[src/rtl/layer_compositor_if.sv]
// rtl/layer_compositor_if.sv - video timing, layer and fade-command bundle for layer_compositor
interface layer_compositor_if #(
   parameter int NUM_LAYERS = 6,
   parameter int COLOR_W    = 12,
   parameter int CNT_W      = 11
);
   logic [CNT_W-1:0]            hcount_in;
   logic [CNT_W-1:0]            vcount_in;
   logic                        hsync_in;
   logic                        vsync_in;
   logic                        hblnk_in;
   logic                        vblnk_in;
   logic [COLOR_W-1:0]          bg_rgb_in;
   logic [NUM_LAYERS*COLOR_W-1:0] layer_rgb_in;
   logic [NUM_LAYERS-1:0]       layer_opaque_in;
   logic [NUM_LAYERS-1:0]       layer_en_in;
   logic                        fade_out_req;
   logic                        fade_in_req;

   logic [CNT_W-1:0]            hcount_out;
   logic [CNT_W-1:0]            vcount_out;
   logic                        hsync_out;
   logic                        vsync_out;
   logic                        hblnk_out;
   logic                        vblnk_out;
   logic [COLOR_W-1:0]          rgb_out;
   logic                        frame_start;
   logic                        fade_done;
   logic [3:0]                  level_out;

   modport master (
      output hcount_in, vcount_in, hsync_in, vsync_in, hblnk_in, vblnk_in,
      output bg_rgb_in, layer_rgb_in, layer_opaque_in, layer_en_in,
      output fade_out_req, fade_in_req,
      input  hcount_out, vcount_out, hsync_out, vsync_out, hblnk_out, vblnk_out,
      input  rgb_out, frame_start, fade_done, level_out
   );

   modport slave (
      input  hcount_in, vcount_in, hsync_in, vsync_in, hblnk_in, vblnk_in,
      input  bg_rgb_in, layer_rgb_in, layer_opaque_in, layer_en_in,
      input  fade_out_req, fade_in_req,
      output hcount_out, vcount_out, hsync_out, vsync_out, hblnk_out, vblnk_out,
      output rgb_out, frame_start, fade_done, level_out
   );
endinterface

[src/rtl/layer_compositor.sv]
// rtl/layer_compositor.sv - two-stage priority layer compositor with frame-stepped brightness fade
module layer_compositor #(
   parameter int NUM_LAYERS = 6,
   parameter int COLOR_W    = 12,
   parameter int CNT_W      = 11
) (
   input  logic              clk,
   input  logic              rst,
   layer_compositor_if.slave vid
);
   localparam int NUM_CH = COLOR_W / 4;

   localparam logic [1:0] ST_ON       = 2'd0;
   localparam logic [1:0] ST_FADE_OUT = 2'd1;
   localparam logic [1:0] ST_OFF      = 2'd2;
   localparam logic [1:0] ST_FADE_IN  = 2'd3;

   logic                  vsync_prev;
   logic                  frame_edge;
   logic [NUM_LAYERS-1:0] en_q;

   logic [1:0]            state;
   logic [1:0]            state_cmd;
   logic [1:0]            state_nxt;
   logic [3:0]            level;
   logic [3:0]            level_nxt;
   logic                  done_nxt;
   logic [4:0]            level_p1;

   logic [COLOR_W-1:0]    sel_rgb;
   logic [COLOR_W-1:0]    sel_rgb_q;
   logic [COLOR_W-1:0]    scaled_rgb;
   logic [CNT_W-1:0]      hcount_q;
   logic [CNT_W-1:0]      vcount_q;
   logic                  hsync_q;
   logic                  vsync_q;
   logic                  hblnk_q;
   logic                  vblnk_q;

   assign frame_edge    = vid.vsync_in & ~vsync_prev;
   assign vid.level_out = level;
   assign level_p1      = {1'b0, level} + 5'd1;

   // Frame boundary detection and the shadow enable mask it gates.
   always_ff @(posedge clk or negedge rst) begin
      if (!rst) begin
         vsync_prev      <= 1'b0;
         vid.frame_start <= 1'b0;
         en_q            <= '0;
      end else begin
         vsync_prev      <= vid.vsync_in;
         vid.frame_start <= frame_edge;
         if (frame_edge) begin
            en_q <= vid.layer_en_in;
         end
      end
   end

   // Later layers override earlier ones, so the highest covering index wins.
   always_comb begin
      sel_rgb = vid.bg_rgb_in;
      for (int i = 0; i < NUM_LAYERS; i++) begin
         if (en_q[i] && vid.layer_opaque_in[i]) begin
            sel_rgb = vid.layer_rgb_in[i*COLOR_W +: COLOR_W];
         end
      end
   end

   // Commands redirect the state immediately; the level only moves on a frame
   // edge, using the state after this cycle's command so a coincident command counts.
   always_comb begin
      state_cmd = state;
      if (vid.fade_out_req) begin
         if (state == ST_ON || state == ST_FADE_IN) begin
            state_cmd = ST_FADE_OUT;
         end
      end else if (vid.fade_in_req) begin
         if (state == ST_OFF || state == ST_FADE_OUT) begin
            state_cmd = ST_FADE_IN;
         end
      end

      state_nxt = state_cmd;
      level_nxt = level;
      done_nxt  = 1'b0;
      if (frame_edge) begin
         if (state_cmd == ST_FADE_OUT) begin
            level_nxt = (level == 4'd0) ? 4'd0 : level - 4'd1;
            if (level_nxt == 4'd0) begin
               state_nxt = ST_OFF;
               done_nxt  = 1'b1;
            end
         end else if (state_cmd == ST_FADE_IN) begin
            level_nxt = (level == 4'd15) ? 4'd15 : level + 4'd1;
            if (level_nxt == 4'd15) begin
               state_nxt = ST_ON;
               done_nxt  = 1'b1;
            end
         end
      end
   end

   always_ff @(posedge clk or negedge rst) begin
      if (!rst) begin
         state         <= ST_ON;
         level         <= 4'd15;
         vid.fade_done <= 1'b0;
      end else begin
         state         <= state_nxt;
         level         <= level_nxt;
         vid.fade_done <= done_nxt;
      end
   end

   // Per-channel brightness: c*(level+1)/16, exact at level 15, zero at level 0.
   always_comb begin
      scaled_rgb = '0;
      for (int ch = 0; ch < NUM_CH; ch++) begin
         scaled_rgb[ch*4 +: 4] = 4'(({4'b0000, sel_rgb_q[ch*4 +: 4]} * {3'b000, level_p1}) >> 4);
      end
   end

   always_ff @(posedge clk or negedge rst) begin
      if (!rst) begin
         hcount_q  <= '0;
         vcount_q  <= '0;
         hsync_q   <= 1'b0;
         vsync_q   <= 1'b0;
         hblnk_q   <= 1'b0;
         vblnk_q   <= 1'b0;
         sel_rgb_q <= '0;
      end else begin
         hcount_q  <= vid.hcount_in;
         vcount_q  <= vid.vcount_in;
         hsync_q   <= vid.hsync_in;
         vsync_q   <= vid.vsync_in;
         hblnk_q   <= vid.hblnk_in;
         vblnk_q   <= vid.vblnk_in;
         sel_rgb_q <= sel_rgb;
      end
   end

   always_ff @(posedge clk or negedge rst) begin
      if (!rst) begin
         vid.hcount_out <= '0;
         vid.vcount_out <= '0;
         vid.hsync_out  <= 1'b0;
         vid.vsync_out  <= 1'b0;
         vid.hblnk_out  <= 1'b0;
         vid.vblnk_out  <= 1'b0;
         vid.rgb_out    <= '0;
      end else begin
         vid.hcount_out <= hcount_q;
         vid.vcount_out <= vcount_q;
         vid.hsync_out  <= hsync_q;
         vid.vsync_out  <= vsync_q;
         vid.hblnk_out  <= hblnk_q;
         vid.vblnk_out  <= vblnk_q;
         vid.rgb_out    <= (hblnk_q | vblnk_q) ? '0 : scaled_rgb;
      end
   end
endmodule

[src/flat_wrapper.sv]
// flat-port wrapper written by rule: the top's interface ports become plain ports
module layer_compositor_flat 
#(
   parameter int NUM_LAYERS = 6,
   parameter int COLOR_W    = 12,
   parameter int CNT_W      = 11
)
  (clk, rst, vid_hcount_in, vid_vcount_in, vid_hsync_in, vid_vsync_in, vid_hblnk_in, vid_vblnk_in, vid_bg_rgb_in, vid_layer_rgb_in, vid_layer_opaque_in, vid_layer_en_in, vid_fade_out_req, vid_fade_in_req, vid_hcount_out, vid_vcount_out, vid_hsync_out, vid_vsync_out, vid_hblnk_out, vid_vblnk_out, vid_rgb_out, vid_frame_start, vid_fade_done, vid_level_out);
  layer_compositor_if #(.NUM_LAYERS(NUM_LAYERS), .COLOR_W(COLOR_W), .CNT_W(CNT_W)) vid_i ();
  input  logic clk;
  input  logic rst;
  input wire logic [$bits(vid_i.hcount_in)-1:0] vid_hcount_in;
  input wire logic [$bits(vid_i.vcount_in)-1:0] vid_vcount_in;
  input wire logic [$bits(vid_i.hsync_in)-1:0] vid_hsync_in;
  input wire logic [$bits(vid_i.vsync_in)-1:0] vid_vsync_in;
  input wire logic [$bits(vid_i.hblnk_in)-1:0] vid_hblnk_in;
  input wire logic [$bits(vid_i.vblnk_in)-1:0] vid_vblnk_in;
  input wire logic [$bits(vid_i.bg_rgb_in)-1:0] vid_bg_rgb_in;
  input wire logic [$bits(vid_i.layer_rgb_in)-1:0] vid_layer_rgb_in;
  input wire logic [$bits(vid_i.layer_opaque_in)-1:0] vid_layer_opaque_in;
  input wire logic [$bits(vid_i.layer_en_in)-1:0] vid_layer_en_in;
  input wire logic [$bits(vid_i.fade_out_req)-1:0] vid_fade_out_req;
  input wire logic [$bits(vid_i.fade_in_req)-1:0] vid_fade_in_req;
  output wire logic [$bits(vid_i.hcount_out)-1:0] vid_hcount_out;
  output wire logic [$bits(vid_i.vcount_out)-1:0] vid_vcount_out;
  output wire logic [$bits(vid_i.hsync_out)-1:0] vid_hsync_out;
  output wire logic [$bits(vid_i.vsync_out)-1:0] vid_vsync_out;
  output wire logic [$bits(vid_i.hblnk_out)-1:0] vid_hblnk_out;
  output wire logic [$bits(vid_i.vblnk_out)-1:0] vid_vblnk_out;
  output wire logic [$bits(vid_i.rgb_out)-1:0] vid_rgb_out;
  output wire logic [$bits(vid_i.frame_start)-1:0] vid_frame_start;
  output wire logic [$bits(vid_i.fade_done)-1:0] vid_fade_done;
  output wire logic [$bits(vid_i.level_out)-1:0] vid_level_out;
  assign vid_i.hcount_in = vid_hcount_in;
  assign vid_i.vcount_in = vid_vcount_in;
  assign vid_i.hsync_in = vid_hsync_in;
  assign vid_i.vsync_in = vid_vsync_in;
  assign vid_i.hblnk_in = vid_hblnk_in;
  assign vid_i.vblnk_in = vid_vblnk_in;
  assign vid_i.bg_rgb_in = vid_bg_rgb_in;
  assign vid_i.layer_rgb_in = vid_layer_rgb_in;
  assign vid_i.layer_opaque_in = vid_layer_opaque_in;
  assign vid_i.layer_en_in = vid_layer_en_in;
  assign vid_i.fade_out_req = vid_fade_out_req;
  assign vid_i.fade_in_req = vid_fade_in_req;
  assign vid_hcount_out = vid_i.hcount_out;
  assign vid_vcount_out = vid_i.vcount_out;
  assign vid_hsync_out = vid_i.hsync_out;
  assign vid_vsync_out = vid_i.vsync_out;
  assign vid_hblnk_out = vid_i.hblnk_out;
  assign vid_vblnk_out = vid_i.vblnk_out;
  assign vid_rgb_out = vid_i.rgb_out;
  assign vid_frame_start = vid_i.frame_start;
  assign vid_fade_done = vid_i.fade_done;
  assign vid_level_out = vid_i.level_out;
  layer_compositor #(.NUM_LAYERS(NUM_LAYERS), .COLOR_W(COLOR_W), .CNT_W(CNT_W)) u_core (.clk(clk), .rst(rst), .vid(vid_i));
endmodule
[config.mk]
export PLATFORM = sky130hd
export DESIGN_NAME = layer_compositor_flat
export DESIGN_NICKNAME = d
export VERILOG_FILES = /design/src/rtl/layer_compositor_if.sv /design/src/rtl/layer_compositor.sv /design/src/flat_wrapper.sv
export SDC_FILE = /design/constraint.sdc
export NUM_CORES = 1
export LEC_CHECK = 0
export BUFFER_PORTS_ARGS = -buffer_cell sky130_fd_sc_hd__buf_2
export CORE_ASPECT_RATIO = 0.9
export CORE_MARGIN = 2
export CORE_UTILIZATION = 46
export DETAILED_ROUTE_END_ITERATION = 10
export PLACE_DENSITY_LB_ADDON = 0.15
export SYNTH_ARGS = -nofsm -noshare
export SYNTH_HDL_FRONTEND = slang
export SYNTH_SLANG_ARGS = --single-unit
[constraint.sdc]
create_clock -name clk -period 3.7 [get_ports clk]
set_clock_uncertainty 0.05 [all_clocks]
set_input_delay 0.925 -clock clk [delete_from_list [all_inputs] [get_ports clk]]
set_output_delay 0.925 -clock clk [all_outputs]
set_load 0.02 [all_outputs]
==> impl_results.md, run 1 <==
- Status: finished, final reports clean
- Startpoint type of the worst setup path: register
- CTS tree: built
- Primary FF master, synth: sky130_fd_sc_hd__dfrtp_1
- Core area: 10250 um2
- Initial antenna violation count: 0
- Count of yosys warnings during synthesis: 0
- Maxcap violations: 0
- Number of global-route vias before repair: roughly 4100
- Post-DR vias/cell: around 5.3
- Post-synthesis register bit count: 90
- Setup repair after global routing missed its margin: false
- Vias after detailed routing: between 4000 and 5000
- Power per standard cell area: ~760 nW/um2
- CTS Root Cell: sky130_fd_sc_hd__clkbuf_16
- Pin count of the biggest net entering global routing: 59
- Max Fclk: between 200 and 300 MHz
- Worst Hold Path EP: u_core.vid.hcount_out[9]
- Largest family of logic cells by synthesized area: simple AND/OR/NAND/NOR gates
- Share of the synthesized area in compound gates (AO/OA/AOI/OAI): roughly 16%
- DR iter-0 viols: around 200
- Cell area after synthesis: 4827 um2
- Worst-Margin Slew: ~0.75 ns
- Setup slack on the worst flop-to-flop path: roughly 0.17 ns
- First-pass DRT Iterations: 5
- Average size of a mapped cell: about 11 um2
- Count of mapped cells out of synthesis: roughly 450
- Overall die height: about 100 um
- Most used cell along the critical path: sky130_fd_sc_hd__fa_1
- GRT Util Overall: 22.01%
- Post-synthesis share of cell area spent on full adders, half adders and majority gates: between 10% and 20%
- Share of the clock period used by the worst path after layout: a little over nine tenths
- Post-synth EDFFs: 0
- Launching point of the worst reg2reg path: u_core.vid.level_out[1]
- DRC violation count after routing: 0
- Proportion of synthesized flip-flops having asynchronous set or reset: between 90% and 100%
- Placer congestion estimate: 0.9483
- CTS clock-pin slew for the worst setup and hold paths: around 0.07 ns
- Sinks on the clock net: 90
- Area growth, synth to finish: 30.20%
- Chip width: roughly 110 um
- Final Core Density: between 60% and 70%
- Headroom to the max-slew limit: 49.80%
- Placed wire-length estimate: around 9.7 mm
- Register area share after synthesis: between 40% and 50%
- Hold Fails Final Rpt: 0
- Fraction of layout instances using a drive strength above 1: between 30% and 40%
- Length in cells of the worst reg-to-reg path: 12
- Worst min-delay path category: register to register
- Share of cell area taken by muxes after synthesis: 0.6739%
- Clock insertion delay at the later pin of the skew report: ~0.34 ns
- Data arrival at the endpoint of the critical path: 3.74 ns
- Global-route wire length before repair: between 15 and 20 mm
- Ports placed on the boundary: 170
- Die Footprint: 11330 um2
- Count of port buffers added during placement: about 170
- Aggregate routed wire length: 11.99 mm
- Hold_sp: u_core.hcount_q[9]
- Synthesized-area fraction occupied by xor and xnor cells: roughly 2.0%
- Worst setup path start: u_core.vid.level_out[1]
- Count of inserted antenna diode cells: 0
- GR Overflow Total: 0
- Final net count: 799
- Post-Route Setup TNS: 0 ns
- Setup Viol. Count Final: 0
- Clock buffer depth: 2
- Count of cells along the worst hold path: 0
- Critical path's largest stage delay: ~0.58 ns
- Setup Crit Path Kind: register to register
- Min Clock Period, post-route: approximately 3.5 ns
- Count of pins over their slew limit: 0
- R2R Path End: u_core.vid.rgb_out[7]
- Post-detailed-route wirelength per cell: around 16 um
- Peak VDD IR: ~0.42 mV
- Family of cells with the greatest summed delay on the critical path: adder cells
- ANT nets after route: 0
- Count of hold buffers inserted by post-cts repair: 0
- Leakage power summed over all cells: ~0.0031 uW
- Peak fanout along the critical path: 12
- Simple-gate area share of the yosys netlist: 16.28%
- Inserted Clock Buffers: 9
- Data required time at the worst endpoint: just under 4 ns
- Htree depth: 3
- Buffers and inverters on the worst path: 2
- Syn_nets: between 600 and 700
- Endpoint type of the worst setup path: register
- Cell chain of the critical path: ha_2, xor2_1, buf_4, nand2_1, fa_1, fa_1, inv_1, ha_1, nand4_1, o2111ai_2, a2111o_1, o21ai_0
- Cell variety after synth: between 40 and 50
- Starting density of the core: a little under half
- Slowest cell on crit path: sky130_fd_sc_hd__dfstp_2
- Number of cell rows: 35
==> Yosys cell counts (2+ instances only) <==
cell / n / area, um2
sky130_fd_sc_hd__clkbuf_1: 19 / 71.32
sky130_fd_sc_hd__nand4_1: 7 / 43.79
sky130_fd_sc_hd__nor3_1: 6 / 30.03
sky130_fd_sc_hd__xnor2_1: 10 / 87.58
sky130_fd_sc_hd__and2_1: 21 / 131.4
sky130_fd_sc_hd__mux2_2: 2 / 22.52
sky130_fd_sc_hd__ha_1: 30 / 375.4
sky130_fd_sc_hd__o21bai_1: 5 / 37.54
sky130_fd_sc_hd__nor2_1: 8 / 30.03
sky130_fd_sc_hd__o211ai_1: 3 / 22.52
sky130_fd_sc_hd__a222oi_1: 12 / 120.1
sky130_fd_sc_hd__nand2b_1: 6 / 37.54
sky130_fd_sc_hd__dfrtp_1: 86 / 2152
sky130_fd_sc_hd__nand4b_1: 3 / 26.28
sky130_fd_sc_hd__a21o_1: 2 / 15.01
sky130_fd_sc_hd__nand3_1: 5 / 25.02
sky130_fd_sc_hd__a21oi_1: 13 / 65.06
sky130_fd_sc_hd__and3_1: 14 / 87.58
sky130_fd_sc_hd__or2_2: 6 / 37.54
sky130_fd_sc_hd__nand2_1: 49 / 183.9
sky130_fd_sc_hd__fa_1: 15 / 300.3
sky130_fd_sc_hd__inv_1: 28 / 105.1
sky130_fd_sc_hd__buf_2: 3 / 15.01
sky130_fd_sc_hd__o21ai_0: 28 / 140.1
sky130_fd_sc_hd__dfstp_2: 4 / 105.1
sky130_fd_sc_hd__nor2b_1: 14 / 87.58
sky130_fd_sc_hd__a211oi_1: 16 / 120.1
sky130_fd_sc_hd__a2bb2oi_1: 13 / 113.9
sky130_fd_sc_hd__a2111o_1: 3 / 33.78
sky130_fd_sc_hd__o2111ai_1: 3 / 26.28
==> registers in the layout (all words and copies together), names as in the netlist, 2 cells and up <==
name and cells:
u_core.sel_rgb_q 12, u_core.vid.rgb_out 12, u_core.hcount_q 11, u_core.vcount_q 11, u_core.vid.hcount_out 11, u_core.vid.vcount_out 11
u_core.en_q 6, u_core.vid.level_out 4, u_core.state 2
==> layer usage <==
metal | wire [um] | global-route usage [%] | part of all wire [%] | vias up
met5 | 0 | 0 | 0 | -
met4 | 189 | 7.129 | 1.6 | 0
met3 | 876 | 6.643 | 7.3 | 11
met2 | 6027 | 38.51 | 50 | 136
met1 | 4898 | 26.48 | 41 | 1902
li1 | - | - | - | 1953
==> placed cells by master (no fill, tap or decap), types with 13 or more instances in the layout <==
cell type,n
sky130_fd_sc_hd__a211oi_1,16
sky130_fd_sc_hd__a21oi_1,13
sky130_fd_sc_hd__a2bb2oi_1,13
sky130_fd_sc_hd__and2_1,21
sky130_fd_sc_hd__and3_1,14
sky130_fd_sc_hd__buf_2,168
sky130_fd_sc_hd__buf_4,19
sky130_fd_sc_hd__dfrtp_1,86
sky130_fd_sc_hd__fa_1,15
sky130_fd_sc_hd__ha_1,25
sky130_fd_sc_hd__inv_1,27
sky130_fd_sc_hd__nand2_1,49
sky130_fd_sc_hd__nor2b_1,14
sky130_fd_sc_hd__o21ai_0,28
==> worst reg2reg max path, delay by kind of cell (launching register included) <==
kind / cells / cell delay [ns]
AO/OA/AOI/OAI: 3 / 0.67
XOR/XNOR: 1 / 0.14
adder cells (fa/ha/maj): 4 / 1.50
flip-flops: 1 / 0.58
AND/OR/NAND/NOR: 2 / 0.27
buffers and inverters: 2 / 0.23
==> cell type report <==
cell class	instances	area, um2
clock buffer	10	239.0
sequential	90	2257
tap	129	161.4
multi-input combinational	311	2456
timing repair buffer	187	983.4
fill	876	3963
clock inverter	6	78.83
inverter	29	108.9
==> worst max-delay path by stage <==
stage	slack (ns)	to	cells past startpoint
detailed placement	0.11	u_core.vid.rgb_out[7]	14
floorplan	0.001	u_core.vid.rgb_out[7]	14
global placement	0.23	u_core.vid.rgb_out[7]	14
finish	0.17	u_core.vid.rgb_out[7]	12
global route	0.005	u_core.vid.rgb_out[11]	12
CTS	0.11	u_core.vid.rgb_out[7]	14
==> cells by family (layout without fill, tap and decap cells) <==
group / Yosys count / count (layout)
buf+inv: 52 / 232
xor+xnor: 11 / 11
simple gates: 147 / 147
fa+ha+maj: 45 / 45
flops: 90 / 90
mux: 3 / 3
compound gates: 105 / 105
==> per-stage QoR <==
step	area [um2]	instances	hold WS, ns	worst slack, ns	total power (uW)
3_3_place_gp	5907	743	0.2819	0.2259	3607
6_report	6285	762	0.2993	0.1718	4796
5_1_grt	6285	762	0.3051	0.004937	5201
4_1_cts	6225	759	0.3009	0.1069	4684
2_1_floorplan	4900	453	0.2812	0.001218	3057
3_5_place_dp	5907	743	0.2847	0.1135	3713
==> timing repair <==
item | CTS | global route
endpoints found under the setup margin | 0 | 5
resized for setup | 0 | 5
setup buffers | 0 | 3
==> power by group <==
part	switching [uW]	total (uW)	internal [uW]
Clock	390	946	557
Sequential	105	1240	1130
Combinational	1430	2610	1180
(Power assumes the default switching activity.)
==> inputs of run 2 (changes only) <==
--- a/config.mk
+++ b/config.mk
@@ -5,12 +5,13 @@
 export SDC_FILE = /design/constraint.sdc
 export NUM_CORES = 1
 export LEC_CHECK = 0
-export BUFFER_PORTS_ARGS = -buffer_cell sky130_fd_sc_hd__buf_2
+export BUFFER_PORTS_ARGS = -buffer_cell sky130_fd_sc_hd__clkbuf_2
 export CORE_ASPECT_RATIO = 0.9
-export CORE_MARGIN = 2
+export CORE_MARGIN = 3
 export CORE_UTILIZATION = 46
 export DETAILED_ROUTE_END_ITERATION = 10
 export PLACE_DENSITY_LB_ADDON = 0.15
+export SLEW_MARGIN = 20
 export SYNTH_ARGS = -nofsm -noshare
 export SYNTH_HDL_FRONTEND = slang
 export SYNTH_SLANG_ARGS = --single-unit
==> run 2 against run 1 <==
  * Power fell by 2.0%
  * Hold slack got worse by 0.0018 ns
  * Combinational power fell by 3%
  * Design area down 0.66%
  * Largest power group unchanged
  * Final cell count shrank 0.52%
  * Wire length up 2.9%
  * Critical endpoint unchanged
  * Highest routed layer unchanged
==> impl_results.md, run 2 (synthesis results as in run 1) <==
- Share of the clock period used by the worst path after layout: 96.17% (+0.82 points)
- Clock insertion delay at the later pin of the skew report: 0.34 ns (about the same)
- Inserted Clock Buffers: 9 (unchanged)
- Worst setup path start: u_core.vid.level_out[0]
- Worst-Margin Slew: 0.7840 ns (+0.03374 ns)
- CTS Root Cell: sky130_fd_sc_hd__clkbuf_16
- Setup Viol. Count Final: 0 (unchanged)
- Status: finished, final reports clean
- Headroom to the max-slew limit: 47.54% (-2.3 points)
- Switching Share: 40.13% (-0.096 points)
- Fraction of power consumed by combinational cells: 53.9% (-0.5 points)
- Sinks on the clock net: 90 (unchanged)
- Count of hold buffers inserted by post-cts repair: 0 (unchanged)
- Number of global-route vias before repair: 4126 (+0.78%)
- Overall die height: 103.2 um (+2.0%)
- Final Worst Setup Slack: 0.1416 ns (-0.03018 ns)
- Leakage power summed over all cells: 0.003153 uW (+0.53%)
- Peak fanout along the critical path: 12 (unchanged)
- GRT Util Overall: 21.72% (-0.29 points)
- Maxcap violations: 0 (unchanged)
- Aggregate routed wire length: 12.34 mm (+2.9%)
- DR iter-0 viols: 213 (+6.0%)
- DRC violation count after routing: 0 (unchanged)
- Most common cell after layout, fill and taps aside: sky130_fd_sc_hd__clkbuf_2
- Power per standard cell area: 752.7 nW/um2 (-1.4%)
- Part of the power in registers: 26.4% (+0.6 points)
- Number of fill cells in the layout: 842 (-3.9%)
- Endpoint type of the worst setup path: register
- Startpoint type of the worst setup path: register
- CTS tree: built
- Global-route wire length before repair: 19.92 mm (+1.0%)
- Count of inserted antenna diode cells: 0 (unchanged)
- Min Clock Period, post-route: 3.558 ns (+0.03018 ns)
- Family of cells with the greatest summed delay on the critical path: adder cells
- Peak VDD IR: 0.4782 mV (+13%)
- Setup Crit Path Kind: register to register
- Max Fclk: 281.0 MHz (-0.85%)
- CTS clock-pin slew for the worst setup and hold paths: 0.06 ns (about the same)
- Number of cell rows: 34 (-2.9%)
- Hold Fails Final Rpt: 0 (unchanged)
- Post-detailed-route wirelength per cell: 16.28 um (+3.4%)
- Clock buffer depth: 2 (unchanged)
- Cell chain of the critical path: ha_2, xor2_1, buf_4, and2_1, fa_1, inv_1, fa_1, inv_1, ha_1, nand4b_1, o2111ai_2, a2111o_1, o21ai_0
- Count of pins over their slew limit: 0 (unchanged)
- Global-route layer with the greatest usage: met2
- Initial antenna violation count: 0 (unchanged)
- Data arrival at the endpoint of the critical path: 3.76 ns (+0.02 ns)
- Fraction of layout instances using a drive strength above 1: 35.60% (-0.73 points)
- Critical path's largest stage delay: 0.57 ns (about the same)
- Die Footprint: 11760 um2 (+3.8%)
- Slowest cell on crit path: sky130_fd_sc_hd__dfstp_2
- Placer congestion estimate: 0.9109 (-3.9%)
- Final net count: 798 (-0.13%)
- GR Overflow Total: 0 (unchanged)
- Pin count of the biggest net entering global routing: 43 (-27%)
- Vias after detailed routing: 4048 (+1.1%)
- Worst min-delay path category: register to register
- Internal power of the cells: 2814 uW (-1.9%)
- Area growth, synth to finish: 29.34%
- Post-Route Setup TNS: 0 ns (unchanged)
- Ports placed on the boundary: 170 (unchanged)
- Chip width: 114.0 um (+1.8%)
- Core area: 9955 um2 (-2.9%)
- Post-placement setup slack: 0.1455 ns (+0.03198 ns)
- Data required time at the worst endpoint: 3.91 ns (about the same)
- Global-route met1 utilization: 26.58% (+0.099 points)
- Net switching power: 1886 uW (-2.2%)
- ANT nets after route: 0 (unchanged)
- Count of port buffers added during placement: 169 (unchanged)
- First-pass DRT Iterations: 6 (+1)
- Hold_sp: u_core.vcount_q[4]
- M3 GR Usage: 7.213% (+0.57 points)
- Met2 capacity usage during global routing: 36.90% (-1.6 points)
- Htree depth: 3 (unchanged)
- Launching point of the worst reg2reg path: u_core.vid.level_out[0]
- Placed wire-length estimate: 10.01 mm (+3.2%)
- Starting density of the core: 48.49% (+1.4 points)
- Buffers and inverters on the worst path: 3 (+1)
- Post-DR vias/cell: 5.340 (+1.7%)
- Clock power share: 19.7% (about the same)
- Largest registers: u_core.sel_rgb_q x12, u_core.vid.rgb_out x12
- Top library cells by usage in the layout, fill and taps aside: sky130_fd_sc_hd__clkbuf_2 (168), sky130_fd_sc_hd__dfrtp_1 (86), sky130_fd_sc_hd__nand2_1 (49)
==> run 2: timing repair <==
item,CTS,global route
gates resized for setup,0,2
endpoints found under the setup margin,0,1
setup buffers,0,1
==> run 2: layout make-up <==
cell class,count,area (um2),share of cell area [%]
well taps,126,157.7,2.525
flip-flops and latches,90,2257,36.15
inverters,29,108.9,1.743
clock buffers,11,242.7,3.888
clock inverters,5,67.56,1.082
multi-input cells,311,2434,38.98
repair buffers,186,975.9,15.63
==> run 2: path summary, 6_finish.rpt <==
kind	slack, ns	depth (start not counted)	end
worst max-delay path	0.14	13	u_core.vid.rgb_out[7]
worst min-delay path	0.30	0	u_core.vid.vcount_out[4]
worst max register to register	0.14	13	u_core.vid.rgb_out[7]
worst min register to register	0.30	0	u_core.vid.vcount_out[4]
max in group asynchronous	2.35	2	u_core.vid.level_out[0]
min in group asynchronous	0.51	1	u_core.vcount_q[6]
==> run 2: per-stage QoR <==
stage               hold slack (ns)  power (uW)  area [um2]  util, %  cells
finish                       0.2975        4699        6243    62.72    758
global route                 0.3052        5136        6243    62.72    758
CTS                          0.2980        4680        6221    62.49    757
detailed placement           0.2847        3728        5911    59.38    741
global placement             0.2815        3621        5911    59.38    741
floorplan                    0.2812        3057        4900        -    453
==> run 2: power by group through the flow <==
stage	combinational (uW)	clock [uW]	sequential, uW
2_1_floorplan	1750	0	1310
3_3_place_gp	2370	0	1250
3_5_place_dp	2470	0	1260
4_1_cts	2490	951	1240
5_1_grt	2870	1000	1260
6_report	2530	927	1240
==> run 2: worst reg2reg max path: stages (launching register included) <==
cell and delay (ns):
sky130_fd_sc_hd__dfstp_2 0.57, sky130_fd_sc_hd__ha_2 0.20, sky130_fd_sc_hd__xor2_1 0.08, sky130_fd_sc_hd__buf_4 0.18, sky130_fd_sc_hd__and2_1 0.18, sky130_fd_sc_hd__fa_1 0.51
sky130_fd_sc_hd__inv_1 0.06, sky130_fd_sc_hd__fa_1 0.52, sky130_fd_sc_hd__inv_1 0.04, sky130_fd_sc_hd__ha_1 0.33, sky130_fd_sc_hd__nand4b_1 0.14, sky130_fd_sc_hd__o2111ai_2 0.13
sky130_fd_sc_hd__a2111o_1 0.42, sky130_fd_sc_hd__o21ai_0 0.07
==> run 2: layer usage <==
layer	up-vias	part of all wire (%)
met1	1941	41
met4	0	1.8
met2	144	50
li1	1948	-
met3	15	7.4
met5	-	0
